<file path="src/rtl/min_trigger_pkg.sv">
// Shared definitions for the minimum-trigger front end: lane geometry,
// trigger state encoding and the amplitude threshold conversion.
package min_trigger_pkg;

    localparam int LANE_WIDTH          = 16;
    localparam int DEFAULT_TDATA_WIDTH = 128;
    localparam int NUM_LANES           = DEFAULT_TDATA_WIDTH / LANE_WIDTH;

    typedef enum logic [1:0] {
        IDLE    = 2'd0,
        ACTIVE  = 2'd1,
        HOLDOFF = 2'd2
    } trig_state_t;

    // Convert a percentage of full scale into a sample code, rounding down.
    function automatic int threshold_code(input int threshold, input int res_width);
        longint scaled;
        scaled = longint'(threshold) * (64'sd1 <<< res_width);
        return int'(scaled / 64'sd100);
    endfunction

endpackage

</file>
<file path="src/rtl/lane_threshold_cmp.sv">
// Combinational amplitude detector: slices every 16-bit lane, takes the
// MSB-justified signed sample and flags a hit when any lane is strictly
// above the threshold code. Negative excursions never hit.
module lane_threshold_cmp
    import min_trigger_pkg::*;
#(
    parameter int TDATA_WIDTH = 128,
    parameter int RES_WIDTH   = 12,
    parameter int THR_CODE    = 409
) (
    input  logic [TDATA_WIDTH-1:0] tdata,
    output logic                   hit
);

    localparam int                 LANES = TDATA_WIDTH / LANE_WIDTH;
    localparam logic signed [31:0] THR_S = THR_CODE;

    logic signed [31:0] sample_ext_s [LANES];
    logic [LANES-1:0]   lane_hit_s;
    // The low-order padding bits below each sample carry no information.
    logic               unused_lsb_s;

    for (genvar k = 0; k < LANES; k++) begin : g_lane
        logic [RES_WIDTH-1:0] sample_s;
        assign sample_s        = tdata[LANE_WIDTH*k + LANE_WIDTH - 1 -: RES_WIDTH];
        assign sample_ext_s[k] = $signed({{(32-RES_WIDTH){sample_s[RES_WIDTH-1]}}, sample_s});
        assign lane_hit_s[k]   = (sample_ext_s[k] > THR_S);
    end

    assign hit          = |lane_hit_s;
    assign unused_lsb_s = ^tdata;

endmodule

</file>
<file path="src/rtl/min_trigger_gen.sv">
// Self-triggering front end between the RF data converter stream and the
// readout interface. Each accepted beat is checked against the amplitude
// threshold; the event FSM produces START_TRG, FINALIZE_TRG and a latched
// TIME_STAMP that leave the block on the same cycle as the forwarded beat.
module min_trigger_gen
    import min_trigger_pkg::*;
#(
    parameter int THRESHOLD            = 10,
    parameter int POST_ACQUI_LEN       = 38,
    parameter int ACQUI_LEN            = 100,
    parameter int HOLDOFF_LEN          = 2,
    parameter int TIME_STAMP_WIDTH     = 16,
    parameter int ADC_RESOLUTION_WIDTH = 12,
    parameter int S_AXIS_TDATA_WIDTH   = 128
) (
    input  logic                          AXIS_ACLK,
    input  logic                          AXIS_ARESETN,
    input  logic [S_AXIS_TDATA_WIDTH-1:0] S_AXIS_TDATA,
    input  logic                          S_AXIS_TVALID,
    output logic                          S_AXIS_TREADY,
    output logic [S_AXIS_TDATA_WIDTH-1:0] M_AXIS_TDATA,
    output logic                          M_AXIS_TVALID,
    input  logic                          FIFO_FULL,
    output logic                          START_TRG,
    output logic                          FINALIZE_TRG,
    output logic [TIME_STAMP_WIDTH-1:0]   TIME_STAMP,
    output logic [31:0]                   TRG_CNT
);

    localparam int THR_CODE = threshold_code(THRESHOLD, ADC_RESOLUTION_WIDTH);
    localparam int BEAT_W   = $clog2(ACQUI_LEN + 1);
    localparam int POST_W   = $clog2(POST_ACQUI_LEN + 1);
    localparam int HOLD_W   = $clog2(HOLDOFF_LEN + 1);

    localparam logic [BEAT_W-1:0] BEAT_ONE   = BEAT_W'(1);
    localparam logic [BEAT_W-1:0] ACQUI_LAST = BEAT_W'(ACQUI_LEN);
    localparam logic [POST_W-1:0] POST_ONE   = POST_W'(1);
    localparam logic [POST_W-1:0] POST_LAST  = POST_W'(POST_ACQUI_LEN);
    localparam logic [HOLD_W-1:0] HOLD_ONE   = HOLD_W'(1);
    localparam logic [HOLD_W-1:0] HOLD_LAST  = HOLD_W'(HOLDOFF_LEN);

    trig_state_t                   state_r, state_nxt_s;
    logic [BEAT_W-1:0]             beat_cnt_r, beat_nxt_s, beat_inc_s;
    logic [POST_W-1:0]             post_cnt_r, post_nxt_s, post_inc_s;
    logic [HOLD_W-1:0]             hold_cnt_r, hold_nxt_s;
    logic [TIME_STAMP_WIDTH-1:0]   ts_cnt_r, ts_latch_r, ts_nxt_s;
    logic [31:0]                   trg_cnt_r, trg_nxt_s;
    logic                          start_r, start_nxt_s;
    logic                          fin_r, fin_nxt_s;
    logic                          tready_r, mvalid_r;
    logic [S_AXIS_TDATA_WIDTH-1:0] mdata_r;
    logic                          accept_s;
    logic                          hit_s;

    assign accept_s = S_AXIS_TVALID & tready_r;

    lane_threshold_cmp #(
        .TDATA_WIDTH (S_AXIS_TDATA_WIDTH),
        .RES_WIDTH   (ADC_RESOLUTION_WIDTH),
        .THR_CODE    (THR_CODE)
    ) u_cmp (
        .tdata (S_AXIS_TDATA),
        .hit   (hit_s)
    );

    // Event FSM next-state, counter updates and per-beat flag values.
    always_comb begin
        state_nxt_s = state_r;
        beat_nxt_s  = beat_cnt_r;
        post_nxt_s  = post_cnt_r;
        hold_nxt_s  = hold_cnt_r;
        start_nxt_s = start_r;
        fin_nxt_s   = 1'b0;
        ts_nxt_s    = ts_latch_r;
        trg_nxt_s   = trg_cnt_r;
        beat_inc_s  = beat_cnt_r + BEAT_ONE;
        post_inc_s  = hit_s ? {POST_W{1'b0}} : (post_cnt_r + POST_ONE);

        if (accept_s) begin
            case (state_r)
                IDLE: begin
                    if (hit_s && !FIFO_FULL) begin
                        start_nxt_s = 1'b1;
                        ts_nxt_s    = ts_cnt_r;
                        trg_nxt_s   = trg_cnt_r + 32'd1;
                        beat_nxt_s  = BEAT_ONE;
                        post_nxt_s  = {POST_W{1'b0}};
                        // A one-beat event closes on its own first beat.
                        if (BEAT_ONE == ACQUI_LAST) begin
                            fin_nxt_s   = 1'b1;
                            hold_nxt_s  = {HOLD_W{1'b0}};
                            state_nxt_s = HOLDOFF;
                        end else begin
                            state_nxt_s = ACTIVE;
                        end
                    end else begin
                        start_nxt_s = 1'b0;
                    end
                end
                ACTIVE: begin
                    start_nxt_s = 1'b1;
                    beat_nxt_s  = beat_inc_s;
                    post_nxt_s  = post_inc_s;
                    if ((post_inc_s == POST_LAST) || (beat_inc_s == ACQUI_LAST) || FIFO_FULL) begin
                        fin_nxt_s   = 1'b1;
                        hold_nxt_s  = {HOLD_W{1'b0}};
                        state_nxt_s = HOLDOFF;
                    end else begin
                        state_nxt_s = ACTIVE;
                    end
                end
                HOLDOFF: begin
                    start_nxt_s = 1'b0;
                    if ((hold_cnt_r + HOLD_ONE) == HOLD_LAST) begin
                        hold_nxt_s  = {HOLD_W{1'b0}};
                        state_nxt_s = IDLE;
                    end else begin
                        hold_nxt_s  = hold_cnt_r + HOLD_ONE;
                    end
                end
                default: begin
                    start_nxt_s = 1'b0;
                    state_nxt_s = IDLE;
                end
            endcase
        end else begin
            state_nxt_s = state_r;
        end
    end

    // Event FSM state, counters and registered trigger outputs.
    always_ff @(posedge AXIS_ACLK or negedge AXIS_ARESETN) begin
        if (!AXIS_ARESETN) begin
            state_r    <= IDLE;
            beat_cnt_r <= {BEAT_W{1'b0}};
            post_cnt_r <= {POST_W{1'b0}};
            hold_cnt_r <= {HOLD_W{1'b0}};
            start_r    <= 1'b0;
            fin_r      <= 1'b0;
            ts_latch_r <= {TIME_STAMP_WIDTH{1'b0}};
            trg_cnt_r  <= 32'd0;
        end else begin
            state_r    <= state_nxt_s;
            beat_cnt_r <= beat_nxt_s;
            post_cnt_r <= post_nxt_s;
            hold_cnt_r <= hold_nxt_s;
            start_r    <= start_nxt_s;
            fin_r      <= fin_nxt_s;
            ts_latch_r <= ts_nxt_s;
            trg_cnt_r  <= trg_nxt_s;
        end
    end

    // Stream side: ready after reset, one-stage data forward, beat timestamp.
    always_ff @(posedge AXIS_ACLK or negedge AXIS_ARESETN) begin
        if (!AXIS_ARESETN) begin
            tready_r <= 1'b0;
            mvalid_r <= 1'b0;
            mdata_r  <= {S_AXIS_TDATA_WIDTH{1'b0}};
            ts_cnt_r <= {TIME_STAMP_WIDTH{1'b0}};
        end else begin
            tready_r <= 1'b1;
            mvalid_r <= accept_s;
            if (accept_s) begin
                mdata_r  <= S_AXIS_TDATA;
                ts_cnt_r <= ts_cnt_r + {{(TIME_STAMP_WIDTH-1){1'b0}}, 1'b1};
            end else begin
                mdata_r  <= mdata_r;
                ts_cnt_r <= ts_cnt_r;
            end
        end
    end

    assign S_AXIS_TREADY = tready_r;
    assign M_AXIS_TVALID = mvalid_r;
    assign M_AXIS_TDATA  = mdata_r;
    assign START_TRG     = start_r;
    assign FINALIZE_TRG  = fin_r;
    assign TIME_STAMP    = ts_latch_r;
    assign TRG_CNT       = trg_cnt_r;

endmodule

</file>
<file path="config.mk">
export PLATFORM = sky130hd
export DESIGN_NAME = min_trigger_gen
export DESIGN_NICKNAME = d
export VERILOG_FILES = /design/src/rtl/min_trigger_pkg.sv /design/src/rtl/lane_threshold_cmp.sv /design/src/rtl/min_trigger_gen.sv
export SDC_FILE = /design/constraint.sdc
export NUM_CORES = 1
export LEC_CHECK = 0
export ABC_CLOCK_PERIOD_IN_PS = 2000
export BUFFER_PORTS_ARGS = -buffer_cell sky130_fd_sc_hd__buf_2
export CAP_MARGIN = 20
export CORE_MARGIN = 10
export CORE_UTILIZATION = 29
export DETAILED_ROUTE_END_ITERATION = 6
export PLACE_DENSITY_LB_ADDON = 0.2
export SLEW_MARGIN = 10
export SYNTH_ARGS = -nofsm -noshare
export SYNTH_HDL_FRONTEND = slang
export SYNTH_SLANG_ARGS = --single-unit
</file>
<file path="constraint.sdc">
create_clock -name AXIS_ACLK -period 2 [get_ports AXIS_ACLK]
set_input_delay 0.2 -clock AXIS_ACLK [delete_from_list [all_inputs] [get_ports AXIS_ACLK]]
set_output_delay 0.2 -clock AXIS_ACLK [all_outputs]
set_load 0.005 [all_outputs]
</file>
==> impl_metrics.csv <==
group,metric,value,unit
layout,fin_nets,1539,
synthesis,yosysSeqAreaShare,60.1,%
setup_path,crit_type,"reg2reg",
placement,gp_congestion,0.770,
timing,setup_viol,20,
synthesis,synth_top_area_share,60.1,%
clock_network,cts_tree,"done",
die,die-area,38000,um2
timing,fin_ws,-59.6,ps
route,wire_per_inst,17.1,um
setup_path,required,2450,ps
synthesis,synth_area_leader_cell,"dfrtp_1",
route,via_count,8239,
grt,grt_pass1_vias,8671,
grt,grt_pass1_wl,48500,um
die,io_pins,312,
route,ant_nets,0,
route,drtPass1Iterations,5,
timing,period_needed,2060,ps
setup_path,crit_path_end_kind,"flop",
run_status,status,"finished, violations left",
timing,clock_skew,21.8,ps
grt,track_usage,15.6,%
layout,final_cell_area,13600,um2
grt,antenna_found_initial,7,
synthesis,synth_most_common_cell,"nand2_1",
route,drc,0,
route,dr.first_iter.drc_count,349,
clock_network,cts_num_sinks,213,
placement,placed_cell_area,11300,um2
synthesis,synth_fp_nets,1050,
synthesis,synth_area,8880,um2
min_path,hold_path.class,"in2reg",
synthesis,ys_top_cells_by_area,"dfrtp_1 60%, nand2_1 17%, xnor2_1 2.9%",
placement,io_buffer_count,311,
die,core,30000,um2
power_and_ir_drop,ir_drop,0.660,mV
timing,fin_crit_sh,103,%
die,die_h,195,um
clock_network,clockBufferDepth,3,
job,cap_violations,0,
synthesis,async_reset_ff_share,100,%
placement,pre_cts_ws,-391,ps
route,totalWireLength,30900,um
clock_network,path_clk_slew,60,ps
timing,timing.fmax,0.486,GHz
clock_network,cts_buffers,26,
clock_network,cts_root_buf,"clkbuf_16",
synthesis,ys.flop_type,"dfrtp_1",
power_and_ir_drop,power_density,881,nW/um2
die,start_util,29.6,%
power_and_ir_drop,p_leak,7.22,nW
synthesis,yosys-top-cells-count,"409 x nand2_1, 213 x dfrtp_1, 33 x clkbuf_1",
run_status,violations,"setup timing",
synthesis,avgSynthCellArea,9.71,um2
timing,relSlewSlack,56.5,%
grt,grt_overflow_total,0,
route,vias_per_cell,4.55,
layout,antenna-diode-count,0,
synthesis,synth_edf_count,0,
die,die_w,195,um
layout,drive_above_1_share,31.5,%
placement,post-dp-hpwl,21900,um
timing,worstMarginPinSlew,652,ps
synthesis,synthCells,914,
layout,area_growth,53.6,%
timing,drv_slew,0,
die,std_cell_rows,63,
synthesis,ys_types,50,
setup_path,worst_setup_path_start_kind,"flop",
synthesis,yosys_warnings,0,
clock_network,htree_levels,1,
timing,finalHoldViolCount,0,
setup_path,cp.arrival,2510,ps
timing,grt_setup_unrepaired,"yes",
clock_network,insertion_delay,530,ps
setup_path,cp_max_fo,8,
grt,grt_max_degree,134,
synthesis,synth.ff_latch_count,213,
==> timing repair <==
| item | 4_1_cts | 5_1_grt |
|---|---|---|
| pin swaps | 6 | 7 |
| buffers inserted | 1 | 3 |
| hold endpoints to repair | 177 | 0 |
| hold buffers | 129 | 0 |
| gates cloned | 0 | 1 |
| setup endpoints to repair | 15 | 30 |
| gates resized for setup | 4 | 21 |
==> power breakdown <==
group	internal, W	leakage (nW)	switching (W)
clock network	0.00281	0.404	0.00186
registers	0.00485	2.74	0.000402
logic	0.00106	4.08	0.00104
==> stage by stage <==
stage | TNS [ps] | hold slack [ps] | total power (W) | util [%] | instances
2_1_floorplan | 0 | -95.6 | 0.00602 | - | 914
3_3_place_gp | -23080 | 182 | 0.00719 | 37.8 | 1631
3_5_place_dp | -18720 | 176 | 0.00721 | 37.8 | 1631
4_1_cts | -161 | 158 | 0.0122 | 45.1 | 1807
5_1_grt | -2780 | 200 | 0.0126 | 45.5 | 1811
6_report | -588 | 181 | 0.0120 | 45.5 | 1811
==> path summary, 6_finish.rpt <==
check / start / endpoint / slack [ps] / cells after the start
setup / recovery: S_AXIS_TREADY$_DFF_PN0_ / TRG_CNT[23]$_DFFE_PN0P_ / -60 / 8
hold / removal: FIFO_FULL / state_r[1]$_DFFE_PN0P_ / 180 / 5
setup reg to reg: S_AXIS_TREADY$_DFF_PN0_ / TRG_CNT[23]$_DFFE_PN0P_ / -60 / 8
hold reg to reg: M_AXIS_TDATA[13]$_DFFE_PN0P_ / M_AXIS_TDATA[13]$_DFFE_PN0P_ / 460 / 2
max in group asynchronous: AXIS_ARESETN / M_AXIS_TDATA[112]$_DFFE_PN0P_ / 1110 / 3
min in group asynchronous: AXIS_ARESETN / M_AXIS_TDATA[9]$_DFFE_PN0P_ / 200 / 2
==> metal layers <==
metal | wire length (um) | GRT usage (%)
met1 | 12300 | 18.2
met2 | 14500 | 25.3
met3 | 3000 | 6.47
met4 | 1090 | 5.35
met5 | 71 | 0
==> state kept, by name, indices dropped and copies added, names as in the netlist <==
name           cells
beat_cnt_r         7
ts_cnt_r          16
TRG_CNT           32
FINALIZE_TRG       1
S_AXIS_TREADY      1
START_TRG          1
M_AXIS_TDATA     128
TIME_STAMP        16
state_r            2
hold_cnt_r         2
M_AXIS_TVALID      1
post_cnt_r         6
==> worst max-delay path, stage by stage (launching register included) <==
cell and delay [ps]:
dfrtp_1 370, nand2_4 50, or3_4 330, or2_4 280
or3_4 330, buf_6 160, buf_4 140, nor4_4 130
xor2_1 160
==> kinds of logic (layout without fill, tap and decap cells) <==
kind of cell	Yosys count	after routing	share of synthesized area (%)
AND/OR/NAND/NOR	532	532	25.8
flip-flops	213	213	60.1
XOR/XNOR	49	49	4.84
AO/OA/AOI/OAI	48	48	4.00
buffers and inverters	47	554	2.24
multiplexers	20	20	2.51
adder cells (fa/ha/maj)	4	4	0.564
other	1	1	0.0422
==> layout by cell type, fill, tap and decap left out, drive strengths merged, types with 3 or more instances in the layout <==
cell type	count
nor2	16
nand4	22
clkinv	3
xor2	20
o21ai	5
inv	6
dlygate4sd3	129
nor4	19
ha	4
nor3	9
a21oi	4
xnor2	29
a211oi	16
nand3	23
clkbuf	41
mux2	18
o211ai	8
a211o	4
nand2	410
buf	372
dfrtp	213
and3	15
or2	3
==> layout make-up <==
type                    count  area [um2]
fillers                  2940       16300
flip-flops and latches    213        5330
repair buffers            502        3480
multi-input cells         654        3470
clock buffers              40         743
well taps                 390         488
clock inverters             6        97.6
inverters                   6        25.0
No activity file was read; power rests on OpenSTA's default activity.
